$ cat config.mk
export PLATFORM = sky130hd
export DESIGN_NAME = matrix_4x4_mult
export DESIGN_NICKNAME = d
export VERILOG_FILES = /design/src/rtl/matrix_4x4_mult_pkg.sv /design/src/rtl/matrix_4x4_dot4.sv /design/src/rtl/matrix_4x4_mult.sv
export SDC_FILE = /design/constraint.sdc
export NUM_CORES = 2
export LEC_CHECK = 0
export BUFFER_PORTS_ARGS = -buffer_cell sky130_fd_sc_hd__buf_2
export CELL_PAD_IN_SITES_DETAIL_PLACEMENT = 0
export CELL_PAD_IN_SITES_GLOBAL_PLACEMENT = 1
export CORE_UTILIZATION = 45
export CTS_BUF_LIST = sky130_fd_sc_hd__clkbuf_2
export CTS_CLUSTER_DIAMETER = 150
export DETAILED_ROUTE_END_ITERATION = 10
export PLACE_DENSITY = 0.74
export SYNTH_ARGS = -nofsm -noshare
export SYNTH_HDL_FRONTEND = slang
export SYNTH_HIERARCHICAL = 1
export SYNTH_SLANG_ARGS = --single-unit
$ cat constraint.sdc
create_clock -name clk -period 8 [get_ports clk]
set_input_delay 0 -clock clk [delete_from_list [all_inputs] [get_ports clk]]
set_output_delay 0 -clock clk [all_outputs]
set_load 0.05 [all_outputs]
$ cat src/rtl/matrix_4x4_mult_pkg.sv
// Shared constants, element type and FSM state encoding for the 4x4 matrix multiplier.
package matrix_4x4_mult_pkg;
    localparam int N          = 4;
    localparam int DATA_W_DEF = 12;

    typedef logic [DATA_W_DEF-1:0] elem_t;

    typedef enum logic [1:0] {
        IDLE    = 2'd0,
        LOAD    = 2'd1,
        COMPUTE = 2'd2,
        DONE    = 2'd3
    } state_t;
endpackage

$ cat src/rtl/matrix_4x4_dot4.sv
// Combinational 4-term dot product of an A row and a B column.
// Wraps modulo 2^DATA_W, or clamps every product and partial sum when MATRIX_4X4_MULT_SATURATE_EN is defined.
module matrix_4x4_dot4
    import matrix_4x4_mult_pkg::*;
#(
    parameter int DATA_W = DATA_W_DEF
) (
    input  logic [N-1:0][DATA_W-1:0] a_row,
    input  logic [N-1:0][DATA_W-1:0] b_col,
    output logic [DATA_W-1:0]        dot
);
    localparam logic [DATA_W-1:0] MAX_VAL = '1;

    logic [N-1:0][DATA_W-1:0] prod;
    logic [DATA_W-1:0]        sum_lo;
    logic [DATA_W-1:0]        sum_hi;

    function automatic logic [DATA_W-1:0] add_rule(input logic [DATA_W-1:0] x,
                                                   input logic [DATA_W-1:0] y);
`ifdef MATRIX_4X4_MULT_SATURATE_EN
        logic [DATA_W:0] s;
        s = {1'b0, x} + {1'b0, y};
        return s[DATA_W] ? MAX_VAL : s[DATA_W-1:0];
`else
        return x + y;
`endif
    endfunction

    for (genvar gi = 0; gi < N; gi++) begin : g_prod
`ifdef MATRIX_4X4_MULT_SATURATE_EN
        logic [2*DATA_W-1:0] full;
        assign full     = {{DATA_W{1'b0}}, a_row[gi]} * {{DATA_W{1'b0}}, b_col[gi]};
        assign prod[gi] = (|full[2*DATA_W-1:DATA_W]) ? MAX_VAL : full[DATA_W-1:0];
`else
        assign prod[gi] = a_row[gi] * b_col[gi];
`endif
    end

    // Balanced adder tree: (p0+p1) + (p2+p3)
    assign sum_lo = add_rule(prod[0], prod[1]);
    assign sum_hi = add_rule(prod[2], prod[3]);
    assign dot    = add_rule(sum_lo, sum_hi);
endmodule

$ cat src/rtl/matrix_4x4_mult.sv
// Streaming 4x4 matrix multiplier C = A x B: column-major operand load, one C element per compute cycle.
// Optional saturation via MATRIX_4X4_MULT_SATURATE_EN (handled in matrix_4x4_dot4).
module matrix_4x4_mult
    import matrix_4x4_mult_pkg::*;
#(
    parameter int DATA_W = DATA_W_DEF
) (
    input  logic                     clk,
    input  logic                     rst_n,
    input  logic                     valid_in,
    input  logic [DATA_W-1:0]        a_in,
    input  logic [DATA_W-1:0]        b_in,
    output logic                     ready_out,
    input  logic                     ready_in,
    output logic                     valid_out,
    output logic [N-1:0][DATA_W-1:0] cC1,
    output logic [N-1:0][DATA_W-1:0] cC2,
    output logic [N-1:0][DATA_W-1:0] cC3,
    output logic [N-1:0][DATA_W-1:0] cC4
);
    state_t state_reg, state_next;
    logic [3:0] beat_reg;
    logic [3:0] elem_reg;

    // a_store[row][col] = A[row][col]; b_store/c_store are held per column: x_store[col][row]
    logic [N-1:0][DATA_W-1:0] a_store [N];
    logic [N-1:0][DATA_W-1:0] b_store [N];
    logic [N-1:0][DATA_W-1:0] c_store [N];
    logic [DATA_W-1:0]        dot;

    logic [1:0] beat_row, beat_col, elem_row, elem_col;
    assign beat_row = beat_reg[1:0];
    assign beat_col = beat_reg[3:2];
    assign elem_row = elem_reg[1:0];
    assign elem_col = elem_reg[3:2];

    matrix_4x4_dot4 #(.DATA_W(DATA_W)) u_dot (
        .a_row (a_store[elem_row]),
        .b_col (b_store[elem_col]),
        .dot   (dot)
    );

    always_comb begin
        state_next = state_reg;
        case (state_reg)
            IDLE:    if (valid_in) state_next = LOAD;
            LOAD:    if (valid_in && beat_reg == 4'd15) state_next = COMPUTE;
            COMPUTE: if (elem_reg == 4'd15) state_next = DONE;
            DONE: begin
                if (valid_in)      state_next = LOAD;
                else if (ready_in) state_next = IDLE;
            end
            default: state_next = IDLE;
        endcase
    end

    always_ff @(posedge clk or negedge rst_n) begin
        if (!rst_n) begin
            state_reg <= IDLE;
            ready_out <= 1'b1;
            valid_out <= 1'b0;
            beat_reg  <= '0;
            elem_reg  <= '0;
            for (int r = 0; r < N; r++) begin
                a_store[r] <= '0;
                b_store[r] <= '0;
                c_store[r] <= '0;
            end
        end else begin
            state_reg <= state_next;
            ready_out <= (state_next == IDLE) || (state_next == DONE);
            valid_out <= (state_next == DONE);
            // Counters wrap to zero at the end of each phase, so a new job always starts at 0
            if (state_reg == LOAD && valid_in) begin
                a_store[beat_row][beat_col] <= a_in;
                b_store[beat_col][beat_row] <= b_in;
                beat_reg                    <= beat_reg + 4'd1;
            end
            if (state_reg == COMPUTE) begin
                c_store[elem_col][elem_row] <= dot;
                elem_reg                    <= elem_reg + 4'd1;
            end
        end
    end

    assign cC1 = c_store[0];
    assign cC2 = c_store[1];
    assign cC3 = c_store[2];
    assign cC4 = c_store[3];
endmodule

==> results.md <==
* Most common cell in the synthesized netlist: dfrtp_1
* CTS tree: done
* HP Class: in2reg
* Cell family with most CP delay: adder cells
* Syn Nets at 2849
* Mean number of vias per cell at 5.25
* Die height at 275 um
* Placer congestion estimate at 0.939
* Syn Area/Cell at 13.5 um^2
* Max-slew violation count at 0
* Total wire length at 91100 um
* Count of cell types in the netlist at 42
* Endpoints failing setup at 0
* Share of cells above drive strength 1 at 0.449
* Die area at 75900 um^2
* Root Buffer: clkbuf_2
* Hold WS at 270 ps
* First-pass DRT Iterations at 5
* I/O pin cnt at 222
* Die W at 275 um
* First-pass GRT wire length at 140000 um
* Hold Fails Final Rpt at 0
* Post-Synthesis Cells at 2500
* Critical Path RT at 9120 ps
* HPWL Detailed at 66100 um
* CTS clk-pin slew, worst paths at 110 ps
* Crit Path Category: reg2reg
* Final Skew at 115 ps
* Final core utilization at 0.530
* P&R area growth vs syn at 15.6%
* Worst EP arrival at 9060 ps
* Dominant cell type by area after synthesis: dfrtp_1
* Register area share after synthesis at 0.437
* Critical path's slowest cell: mux4_2
* RSZ-0062 raised after global routing: true
* Setup TNS Final at 0 ps
* Final Instance Area at 38900 um^2
* Period utilisation layout at 0.993
* Crit. Startpoint: elem_reg[0]$_DFFE_PN0P_
* Synth top cells by count: 587 x dfrtp_1, 568 x mux2_2, 274 x inv_1
* Worst Tran Pin Value at 1240 ps
* Max incr delay on CP at 670 ps
* Max-cap violations at 0
* CP bufs+invs at 8
* Most used DFF post-synth: dfrtp_1
* Clock tree buffer depth at 3
* Worst r2r src: elem_reg[0]$_DFFE_PN0P_
* Critical path fanouts, max at 8
* Initial antenna violation count at 3
* Synthesized area at 33700 um^2
* TritonCTS Buffers at 150
* HP Start: ready_in
* Global Route Usage Sum at 0.247
* DRT iter0 DRCs at 1085
* Clock net sink count at 588
* # rows at 99
* Final worst path period need at 7940 ps
* Synth warn at 6
* Post-DP Area at 36300 um^2
* Number of port buffers at 221
* CORE AREA at 73500 um^2
* Crit path top cell by count: fa_1
* Fmax at 126 MHz
* Async SR Flop Fraction at 1.00
* Final nets at 3291
* # H-tree levels at 4
* Largest net degree at the start of global routing at 203
* Synth area leaders: dfrtp_1 44%, mux2_2 19%, fa_1 12%
* Yosys top cell area share at 0.436
* Total vias in the final route at 21.0k
* Status: finished, final reports clean
* Drt drc at 0
* Post-synth EDFFs at 0
* Post-route ant nets at 0
* Congestion Overflow GR at 0
* Crit path launch type: register
* Initial Utilization at 0.458
* Clock Latency Late Sink at 1330 ps
* Routed WL per cell at 22.8 um
* Largest regs: a_store: 192 flops, b_store: 192 flops
* Vias in the first global route at 22.9k
* Endpoint class of the critical path: register
* Post-synthesis register bit count at 588
* Slew Limit Headroom at 0.170
## area by class of cell
cell class,count,area (um^2)
tap,959,1200
multi-input combinational,1495,17500
clock inverter,39,264
fill,6299,34600
sequential,588,14700
clock buffer,208,1040
timing repair buffer,433,3170
antenna,3,7.51
inverter,274,1030
## metal layers
layer  part of all wire  GRT usage
met1               0.44      0.335
met2               0.50      0.408
met3              0.039     0.0401
met4              0.026     0.0779
met5                  0          0
## final timing paths
check / endpoint / slack [ps] / cells past startpoint
max: cC4[35]$_DFFE_PN0P_ / 60 / 25
min: state_reg[0]$_DFF_PN0_ / 270 / 7
max reg2reg: cC4[35]$_DFFE_PN0P_ / 60 / 25
min reg2reg: a_store[12]$_DFFE_PN0P_ / 490 / 1
max in group asynchronous: b_store[65]$_DFFE_PN0P_ / 6490 / 5
min in group asynchronous: a_store[14]$_DFFE_PN0P_ / 510 / 5
## cells in the final DEF, fill, tap and decap left out, drive strengths merged, types with 28 or more instances in the layout
cell type	netlist	routed
clkbuf	63	210
buf	80	373
and2	131	131
mux2	577	577
fa	200	200
nand2	194	194
dlygate4sd3	0	58
ha	121	121
xnor2	82	82
mux4	96	96
clkinv	0	28
inv	274	280
dfrtp	587	587
## stage by stage
stage,worst slack (ps),cells
6_report,56.1,3999
2_1_floorplan,48.7,2500
3_5_place_dp,-171,3656
3_3_place_gp,-124,3656
4_1_cts,19.0,3972
5_1_grt,-205,3998
## worst reg2reg max path, cell delays in order, from the launching register on
cell and delay, ps:
dfrtp_4 510, buf_12 160, buf_16 160, mux4_2 670, and2_4 230, fa_1 490, ha_2 210, fa_1 520
inv_2 40, fa_1 550, inv_2 40, fa_1 520, fa_1 580, fa_1 450, fa_1 510, inv_1 50
fa_1 490, inv_2 50, ha_4 260, inv_2 40, o21bai_4 100, a21oi_2 80, o21ai_2 140, xnor3_2 480
buf_4 190, mux2_2 260
## logic make-up (layout without fill, tap and decap cells)
logic type | count (synthesis) | after routing | synth area share
compound gates | 21 | 21 | 0.00379
mux | 673 | 673 | 0.257
other cells | 0 | 3 | 0
buf+inv | 417 | 954 | 0.0524
flops | 588 | 588 | 0.437
simple gates | 377 | 377 | 0.0565
fa+ha+maj | 321 | 321 | 0.164
xor+xnor | 103 | 103 | 0.0287
## timing repair
action,in CTS,in global routing
cloned,0,3
hold buffers,59,0
resized for setup,6,90
endpoints found under the hold margin,979,0
pin swaps,9,26
setup buffers,10,21
setup endpoints to repair,16,40
Power is left out: the tool's default activity adds up to more than one toggle a clock period on the data nets, which glitch-free logic cannot reach.
